### config.mk
export PLATFORM = sky130hd
export DESIGN_NAME = div_sequencer
export DESIGN_NICKNAME = d
export VERILOG_FILES = /design/src/rtl/div_sequencer.sv
export SDC_FILE = /design/constraint.sdc
export NUM_CORES = 1
export LEC_CHECK = 0
export CELL_PAD_IN_SITES_DETAIL_PLACEMENT = 0
export CELL_PAD_IN_SITES_GLOBAL_PLACEMENT = 1
export CORE_MARGIN = 2
export CORE_UTILIZATION = 48
export CTS_CLUSTER_DIAMETER = 150
export DETAILED_ROUTE_END_ITERATION = 10
export PLACE_DENSITY_LB_ADDON = 0.1
export SYNTH_ARGS = -nofsm -noshare
export SYNTH_HDL_FRONTEND = slang
export SYNTH_SLANG_ARGS = --single-unit
### constraint.sdc
create_clock -name clk -period 11.1 [get_ports clk]
set_input_delay 2.22 -clock clk [delete_from_list [all_inputs] [get_ports clk]]
set_output_delay 2.22 -clock clk [all_outputs]
set_load 0.05 [all_outputs]
### src/rtl/div_sequencer.sv
// div_sequencer
//   Multi-cycle RV32M divide/remainder sequencer (DIV, DIVU, REM, REMU) for the
//   EX stage. A 32-iteration restoring divider works on operand magnitudes; the
//   sign correction and the RISC-V special cases (divide by zero, signed
//   overflow) are applied when the result register is loaded on entry to DONE.
//   stall_EX holds the F->EX and EX->WB registers until the result is ready.
//
// Optional build macro:
//   DIV_EARLY_OUT_EN - when defined, a zero divisor or the signed-overflow pair
//                      skips the iteration and goes IDLE -> DONE directly.
//
// Ports:
//   clk          in   clock, rising edge
//   rst_n        in   asynchronous active-low reset
//   start        in   EX holds a divide instruction
//   funct3       in   100 DIV, 101 DIVU, 110 REM, 111 REMU
//   op_a         in   dividend
//   op_b         in   divisor
//   kill         in   abort the operation in progress
//   stall_EX     out  hold the F->EX and EX->WB registers this cycle
//   result_valid out  one-cycle pulse, result is valid
//   result       out  registered quotient or remainder
module div_sequencer #(
  parameter int XLEN  = 32,
  parameter int CNT_W = 5
) (
  input  logic            clk,
  input  logic            rst_n,
  input  logic            start,
  input  logic [2:0]      funct3,
  input  logic [XLEN-1:0] op_a,
  input  logic [XLEN-1:0] op_b,
  input  logic            kill,
  output logic            stall_EX,
  output logic            result_valid,
  output logic [XLEN-1:0] result
);

`ifdef DIV_EARLY_OUT_EN
  localparam bit EARLY_OUT = 1'b1;
`else
  localparam bit EARLY_OUT = 1'b0;
`endif

  localparam logic [XLEN-1:0] SMIN = {1'b1, {(XLEN-1){1'b0}}};

  typedef enum logic [1:0] {
    IDLE = 2'd0,
    BUSY = 2'd1,
    DONE = 2'd2
  } state_t;

  state_t state, state_nxt;

  // Latched operation context
  logic [CNT_W-1:0] cnt;
  logic             is_rem;
  logic             neg_q;
  logic             neg_r;
  logic             div_zero;
  logic             sgn_ovf;
  logic [XLEN-1:0]  dividend;
  logic [XLEN-1:0]  divisor;
  logic [XLEN-1:0]  rem;
  logic [XLEN-1:0]  quo;

  // Control strobes from the FSM
  logic accept;
  logic early;
  logic iter_en;
  logic finish;

  // funct3[2] is implied by start; only the low bits select the operation
  logic f3_unused;
  assign f3_unused = funct3[2];

  // Operand decode in IDLE
  logic            is_signed_in;
  logic            dz_in;
  logic            ovf_in;
  logic [XLEN-1:0] mag_a;
  logic [XLEN-1:0] mag_b;

  // One restoring iteration
  logic [XLEN:0]          rem_sh;
  logic signed [XLEN+1:0] trial;
  logic                   q_bit;
  logic [XLEN-1:0]        rem_it;
  logic [XLEN-1:0]        quo_it;

  function automatic logic [XLEN-1:0] abs_val(input logic signed [XLEN-1:0] v);
    // The most negative value maps onto itself, which is its correct
    // unsigned magnitude.
    return v[XLEN-1] ? XLEN'(-v) : XLEN'(v);
  endfunction

  function automatic logic [XLEN-1:0] apply_sign(input logic [XLEN-1:0] mag,
                                                 input logic            neg);
    return neg ? (XLEN'(0) - mag) : mag;
  endfunction

  function automatic logic [XLEN-1:0] final_result(
    input logic            rem_op,
    input logic            dz,
    input logic            ovf,
    input logic            nq,
    input logic            nr,
    input logic [XLEN-1:0] q,
    input logic [XLEN-1:0] r,
    input logic [XLEN-1:0] a
  );
    if (dz)
      return rem_op ? a : '1;
    if (ovf)
      return rem_op ? '0 : SMIN;
    return rem_op ? apply_sign(r, nr) : apply_sign(q, nq);
  endfunction

  always_comb begin
    is_signed_in = ~funct3[0];
    dz_in        = (op_b == '0);
    ovf_in       = is_signed_in && (op_a == SMIN) && (op_b == '1);
    mag_a        = is_signed_in ? abs_val(op_a) : op_a;
    mag_b        = is_signed_in ? abs_val(op_b) : op_b;
  end

  // rem is always below divisor, so the shifted value needs one extra bit and
  // the trial subtraction one more for its sign.
  always_comb begin
    rem_sh = {rem, quo[XLEN-1]};
    trial  = $signed({1'b0, rem_sh}) - $signed({2'b00, divisor});
    q_bit  = ~trial[XLEN+1];
    rem_it = q_bit ? trial[XLEN-1:0] : rem_sh[XLEN-1:0];
    quo_it = {quo[XLEN-2:0], q_bit};
  end

  // FSM: state register
  always_ff @(posedge clk or negedge rst_n) begin
    if (!rst_n)
      state <= IDLE;
    else
      state <= state_nxt;
  end

  // FSM: next state and outputs
  always_comb begin
    state_nxt    = state;
    stall_EX     = 1'b0;
    result_valid = 1'b0;
    accept       = 1'b0;
    early        = 1'b0;
    iter_en      = 1'b0;
    finish       = 1'b0;
    case (state)
      IDLE: begin
        if (start && !kill) begin
          accept   = 1'b1;
          stall_EX = 1'b1;
          early    = EARLY_OUT && (dz_in || ovf_in);
          state_nxt = early ? DONE : BUSY;
        end
      end
      BUSY: begin
        if (kill) begin
          state_nxt = IDLE;
        end else begin
          stall_EX = 1'b1;
          iter_en  = 1'b1;
          if (cnt == '0) begin
            finish    = 1'b1;
            state_nxt = DONE;
          end
        end
      end
      DONE: begin
        // start is ignored here: the same instruction is still in EX
        result_valid = !kill;
        state_nxt    = IDLE;
      end
      default: state_nxt = IDLE;
    endcase
  end

  // Datapath registers
  always_ff @(posedge clk or negedge rst_n) begin
    if (!rst_n) begin
      cnt      <= '0;
      is_rem   <= 1'b0;
      neg_q    <= 1'b0;
      neg_r    <= 1'b0;
      div_zero <= 1'b0;
      sgn_ovf  <= 1'b0;
      dividend <= '0;
      divisor  <= '0;
      rem      <= '0;
      quo      <= '0;
      result   <= '0;
    end else begin
      if (accept) begin
        cnt      <= CNT_W'(XLEN - 1);
        is_rem   <= funct3[1];
        neg_q    <= is_signed_in && (op_a[XLEN-1] ^ op_b[XLEN-1]);
        neg_r    <= is_signed_in && op_a[XLEN-1];
        div_zero <= dz_in;
        sgn_ovf  <= ovf_in;
        dividend <= op_a;
        divisor  <= mag_b;
        rem      <= '0;
        quo      <= mag_a;
        if (early)
          result <= final_result(funct3[1], dz_in, ovf_in, 1'b0, 1'b0,
                                 '0, '0, op_a);
      end
      if (iter_en) begin
        rem <= rem_it;
        quo <= quo_it;
        if (cnt != '0)
          cnt <= cnt - 1'b1;
      end
      // Load the corrected result from the final iteration's values
      if (finish)
        result <= final_result(is_rem, div_zero, sgn_ovf, neg_q, neg_r,
                               quo_it, rem_it, dividend);
    end
  end

endmodule
======== Yosys cells after proc, flatten, opt, wreduce, memory -nomap -nowiden ========
Index checks and enable logic that the tools add are counted.
word-level totals
  flip-flop bits (word level) ............. 172
  input bits .............................. 71
  output and inout port bits .............. 34
operators by class
  add/sub/neg operators ................... 6
  equality and inequality tests ........... 6
  mux-type cells .......................... 40
  bitwise operators ....................... 3
  reduce and logical (&&, ||, !) cells .... 12
operators by type and width
  cell                     number
  $mux W32                 19
  $eq A32 B32 Y1 const B   2
  $neg A32 Y32             2
  $sub A1 B32 Y32 const A  2
  $sub A33 B32 Y34         1
  $logic_not A32 Y1        1
  $mux W5                  3
  $mux W1                  13
  $mux W2                  3
  $logic_and A1 B1 Y1      5
  $logic_not A5 Y1         1
  $reduce_bool A5 Y1       1
  $sub A5 B1 Y5 const B    1
  $pmux W2 S2              1
  $ne A3 B3 Y1 const B     1
  $eq A2 B1 Y1 const B     1
  $eq A2 B2 Y1 const B     1
  $logic_not A2 Y1         1
  $ne A2 B2 Y1 const B     1
  $not A1 Y1               2
  $pmux W1 S2              1
  $reduce_and A2 Y1        1
  $reduce_bool A2 Y1       1
  $logic_not A1 Y1         1
  $xor A1 B1 Y1            1

======== Depth between registers and ports, before layout ========
  depth after elaboration ................. 10
  mapped depth ............................ 26

======== Worst setup path before layout ========
No wires, ideal clock.
  path kind ............................... input -> output
  start point ............................. in kill
  end point ............................... out result_valid
  arrival time ............................ 3.364 ns
  required time ........................... 8.880 ns
  path slack .............................. 5.516 ns
  stages on the path ...................... 1
  path buffers ............................ 0
  path through ............................ nor3b_1
on the way
  word-level cells in the longest chain between the ends .. 2
RTL lines
  element           RTL line  source
  from (decl)       33        input logic kill,
  $logic_not A1 Y1  177       result_valid = !kill;
  $mux W1           154       case (state)
  to (decl)         35        output logic result_valid,
Every way passes these cells.

======== Worst setup path after layout ========
  start point ............................. in kill
  end point ............................... out stall_EX
on the way
  word-level cells in the longest chain between the ends .. 4
  elaborated cells on any way between the ends .. 5
  those cells by class .................... 3 x mux; 2 x reduce/logical
RTL lines
  element              RTL line  source
  $logic_not A1 Y1     156       if (start && !kill) begin
  $logic_and A1 B1 Y1  156
  $mux W1              156
  $pmux W1 S2 *        154
  to (decl)            34        output logic stall_EX,
Mark *: on every way between the ends. The rest lies on a longest branch, timed or not.

==> metrics.txt <==
# TYPE chip_impl_metric gauge
chip_impl_metric{name="post_cts.repair.setup_buffers",unit=""} 0
chip_impl_metric{name="multiInputGateArea",unit="mm^2"} 0.00780
chip_impl_metric{name="routed-via-count",unit=""} 12390
chip_impl_metric{name="postLayoutSetupSlackWorst",unit="ns"} 4.24
chip_impl_metric{name="drive_gt1_share",unit="%"} 4.25
chip_impl_info{name="hold_start",value="dividend[18]"} 1
chip_impl_metric{name="antenna_cells_inserted",unit=""} 0
chip_impl_metric{name="wirelength",unit="um"} 42000
chip_impl_metric{name="floorplan.rows",unit=""} 59
chip_impl_metric{name="syn_nets",unit=""} 1729
chip_impl_metric{name="detail_route.drc_violations",unit=""} 0
chip_impl_metric{name="core_region_area",unit="mm^2"} 0.0261
chip_impl_metric{name="slew_violations",unit=""} 0
chip_impl_metric{name="synth_seq_cells",unit=""} 172
chip_impl_metric{name="finalWorstPathRequiredPeriod",unit="ns"} 6.86
chip_impl_metric{name="fmax",unit="MHz"} 146
chip_impl_metric{name="netlist.area_leader.share",unit="%"} 33.8
chip_impl_info{name="startpoint",value="kill"} 1
chip_impl_metric{name="syn_inst",unit=""} 1619
chip_impl_metric{name="count_of_flip_flops_with_a_built_in_enable_after_synthesis",unit=""} 0
chip_impl_metric{name="grt_start_max_net_pins",unit=""} 109
chip_impl_info{name="crit_path_start_kind",value="input pin"} 1
chip_impl_metric{name="total_leakage_power",unit="nW"} 6.02
chip_impl_metric{name="worst-r2r-setup-slack",unit="ns"} 5.26
chip_impl_info{name="hold_path_end",value="dividend[18]"} 1
chip_impl_metric{name="postCtsResizedCells",unit=""} 0
chip_impl_metric{name="maxSlewHeadroom",unit="%"} 12.1
chip_impl_info{name="dominantRegCellSynth",value="dfrtp_1"} 1
chip_impl_metric{name="irDropWorstVdd",unit="mV"} 0.330
chip_impl_metric{name="initial_core_util",unit="%"} 48.8
chip_impl_metric{name="via_density_per_instance",unit=""} 6.17
chip_impl_info{name="most_area_hungry_cell_type_in_the_yosys_netlist",value="dfrtp_1"} 1
chip_impl_metric{name="avgSynthCellArea",unit="um^2"} 7.86
chip_impl_metric{name="cts_inserted_buffers",unit=""} 17
chip_impl_metric{name="htreeDepth",unit=""} 4
chip_impl_metric{name="worst_hold_path.num_cells",unit=""} 2
chip_impl_metric{name="detailedRoute.firstPassIterationCount",unit=""} 6
chip_impl_metric{name="tritoncts_num_sinks",unit=""} 172
chip_impl_metric{name="fin_tns_setup",unit="ns"} 0
chip_impl_info{name="criticalPathCategory",value="in2out"} 1
chip_impl_metric{name="synth.yosys.seq_area_share",unit="%"} 33.8
chip_impl_metric{name="fin_hold_ws",unit="ns"} 0.475
chip_impl_metric{name="worst-r2r-cell-count",unit=""} 20
chip_impl_metric{name="globalplace.congestion",unit=""} 0.913
chip_impl_metric{name="worst-path-max-fanout",unit=""} 41
chip_impl_metric{name="register_clock_pin_slew_on_the_reported_worst_setup_and_hold_paths",unit="ns"} 0.08
chip_impl_metric{name="seqCellArea",unit="mm^2"} 0.00430
chip_impl_metric{name="grt_pass1_wl",unit="um"} 66000
chip_impl_metric{name="holdBufCountCts",unit=""} 0
chip_impl_info{name="grt_setup_unrepaired",value="false"} 1
chip_impl_metric{name="post_drt_wl_per_cell",unit="um"} 20.9
chip_impl_metric{name="yosysWarningCount",unit=""} 0
chip_impl_metric{name="setup_violators_final",unit=""} 0
chip_impl_metric{name="grt_antenna_before_repair",unit=""} 3
chip_impl_metric{name="ios",unit=""} 105
chip_impl_metric{name="place.port_buffers",unit=""} 103
chip_impl_info{name="cp-end-kind",value="output pin"} 1
chip_impl_metric{name="detailedRoute.firstIterationViolations",unit=""} 1235
chip_impl_info{name="cts.root.buffer_cell",value="clkbuf_16"} 1
chip_impl_info{name="netlist_top_cells_count",value="nand2_1 (274), o21ai_0 (198), dfrtp_1 (172)"} 1
chip_impl_metric{name="placed_cells_incl_taps",unit=""} 1975
chip_impl_info{name="clock_tree_from_tritoncts",value="done"} 1
chip_impl_info{name="synth_area_leaders",value="dfrtp_1 (34%), nand2_1 (8.1%), o21ai_0 (7.8%)"} 1
chip_impl_info{name="post-synth-top-count-cell",value="nand2_1"} 1
chip_impl_metric{name="synth.lib_cells_used.distinct",unit=""} 83
chip_impl_metric{name="worstMarginPinSlew",unit="ns"} 1.31
chip_impl_metric{name="die_height",unit="um"} 167
chip_impl_metric{name="timing.critical_path.arrival",unit="ns"} 4.64
chip_impl_metric{name="cts_max_path_buffers",unit=""} 2
chip_impl_metric{name="chipWidth",unit="um"} 167
chip_impl_metric{name="grt_overflow_total",unit=""} 0
chip_impl_info{name="worstReg2RegEnd",value="result[10]"} 1
chip_impl_metric{name="grt_usage",unit="%"} 30.2
chip_impl_metric{name="antenna_violating_nets_post_route",unit=""} 0
chip_impl_metric{name="cp.required",unit="ns"} 8.88
chip_impl_metric{name="floorplan_die_area",unit="mm^2"} 0.0278
chip_impl_metric{name="powerDensity",unit="mW/mm^2"} 284
chip_impl_metric{name="hold_violations",unit=""} 0
chip_impl_metric{name="hpwlAfterDp",unit="um"} 30700
chip_impl_metric{name="num-fill-cells",unit=""} 2548
chip_impl_metric{name="synth_area",unit="mm^2"} 0.0127
chip_impl_metric{name="vias_in_the_first_global_route",unit=""} 11460
chip_impl_metric{name="post_route_fraction_of_the_period_consumed_by_the_critical_path",unit="%"} 61.8
chip_impl_info{name="run_status",value="finished clean"} 1
chip_impl_metric{name="finalClockSkew",unit="ns"} 0.0189
chip_impl_metric{name="worstSkewPairLatency",unit="ns"} 0.45
chip_impl_metric{name="stdcell_count",unit=""} 2007
chip_impl_metric{name="ys_async_sr_fraction",unit="%"} 100
chip_impl_metric{name="max-cap-violations",unit=""} 0
chip_impl_metric{name="nets",unit=""} 1769
chip_impl_metric{name="post-place-ws",unit="ns"} 4.24
chip_impl_metric{name="synthToLayoutAreaGrowth",unit="%"} 14.0
chip_impl_info{name="hold_path_class",value="reg2reg"} 1
chip_impl_info{name="worstReg2RegStart",value="divisor[26]"} 1
chip_impl_metric{name="total_power",unit="mW"} 4.13
[worst max path at each step]
| stage | to | cells after the start | slack [ns] |
|---|---|---|---|
| after detailed placement | stall_EX | 7 | 4.24 |
| after global placement | stall_EX | 7 | 4.23 |
| after global routing | stall_EX | 7 | 4.11 |
| final | stall_EX | 7 | 4.24 |
| after CTS | stall_EX | 7 | 4.23 |
| after floorplan | result_valid | 1 | 5.52 |
[metrics by stage]
stage | utilization [%] | instance area, um^2
after floorplan | - | 12700
after global placement | 53.4 | 13900
after detailed placement | 53.4 | 13900
after CTS | 55.7 | 14500
after global routing | 55.7 | 14500
final | 55.7 | 14500
[layout by cell type, fill, tap and decap left out, types with 10 or more instances in the layout]
cell type and instances:
o31ai_1 37, dfrtp_1 172, nor4_1 11, ha_1 38
buf_4 15, o21ai_0 198, mux2i_1 14, xnor2_1 70
nand3_1 22, a31oi_1 21, clkdlybuf4s50_1 102, o211ai_1 20
nand4_1 20, a22oi_1 37, and2_1 12, inv_1 61
a21o_1 13, clkbuf_16 17, nor2_1 102, xor2_1 60
a21oi_1 100, o41ai_1 11, a211oi_1 11, or3_1 29
nor3_1 31, or4_1 15, nand2_1 274, o21a_1 10
[metal layers]
| layer | global-route usage (%) | wire length (um) | vias to the layer above | share of wire (%) |
|---|---|---|---|---|
| met5 | 0 | 0 | - | 0 |
| met4 | 7.50 | 774 | 0 | 1.8 |
| met3 | 4.09 | 2800 | 45 | 6.7 |
| met2 | 45.1 | 18400 | 453 | 44 |
| met1 | 46.1 | 20000 | 5972 | 48 |
| li1 | - | - | 5920 | - |
[critical path, stage by stage]
cell	delay, ns
clkdlybuf4s50_1	0.44
nor2_1	0.18
and2_1	0.15
buf_4	0.43
nor2_4	0.07
inv_1	0.27
clkdlybuf4s50_1	0.88
[state kept, by name, summed over array words and instances, names as in the netlist]
signal	flops
rem	32
sgn_ovf	1
neg_r	1
cnt	5
state	2
result	32
is_rem	1
divisor	32
neg_q	1
quo	32
dividend	32
div_zero	1
[where the power goes]
group | leakage [nW] | internal, mW | switching (mW)
registers | 2.21 | 0.771 | 0.180
clock network | 0.290 | 0.305 | 0.317
logic | 3.52 | 0.911 | 1.64
total | 6.02 | 1.99 | 2.14
[logic make-up after synthesis]
logic type / after synthesis / share of synthesized area, %
buffers and inverters: 162 / 5.01
and+or+nand+nor: 561 / 20.2
muxes: 15 / 1.19
AOI/OAI and AO/OA: 540 / 26.9
xor gates and xnor gates: 130 / 8.95
DFF: 172 / 33.8
adders and majority gates: 39 / 3.89
[final cells by class]
class                           instances  share of cell area, %
Multi-Input combinational cell       1285                   53.7
Clock buffer                           17                   2.93
Timing Repair Buffer                  118                   7.89
Sequential cell                       172                   29.7
Inverter                               65                   1.68
Tap cell                              335                   2.89
Clock inverter                         15                   1.22
No activity file was read; power rests on OpenSTA's default activity.
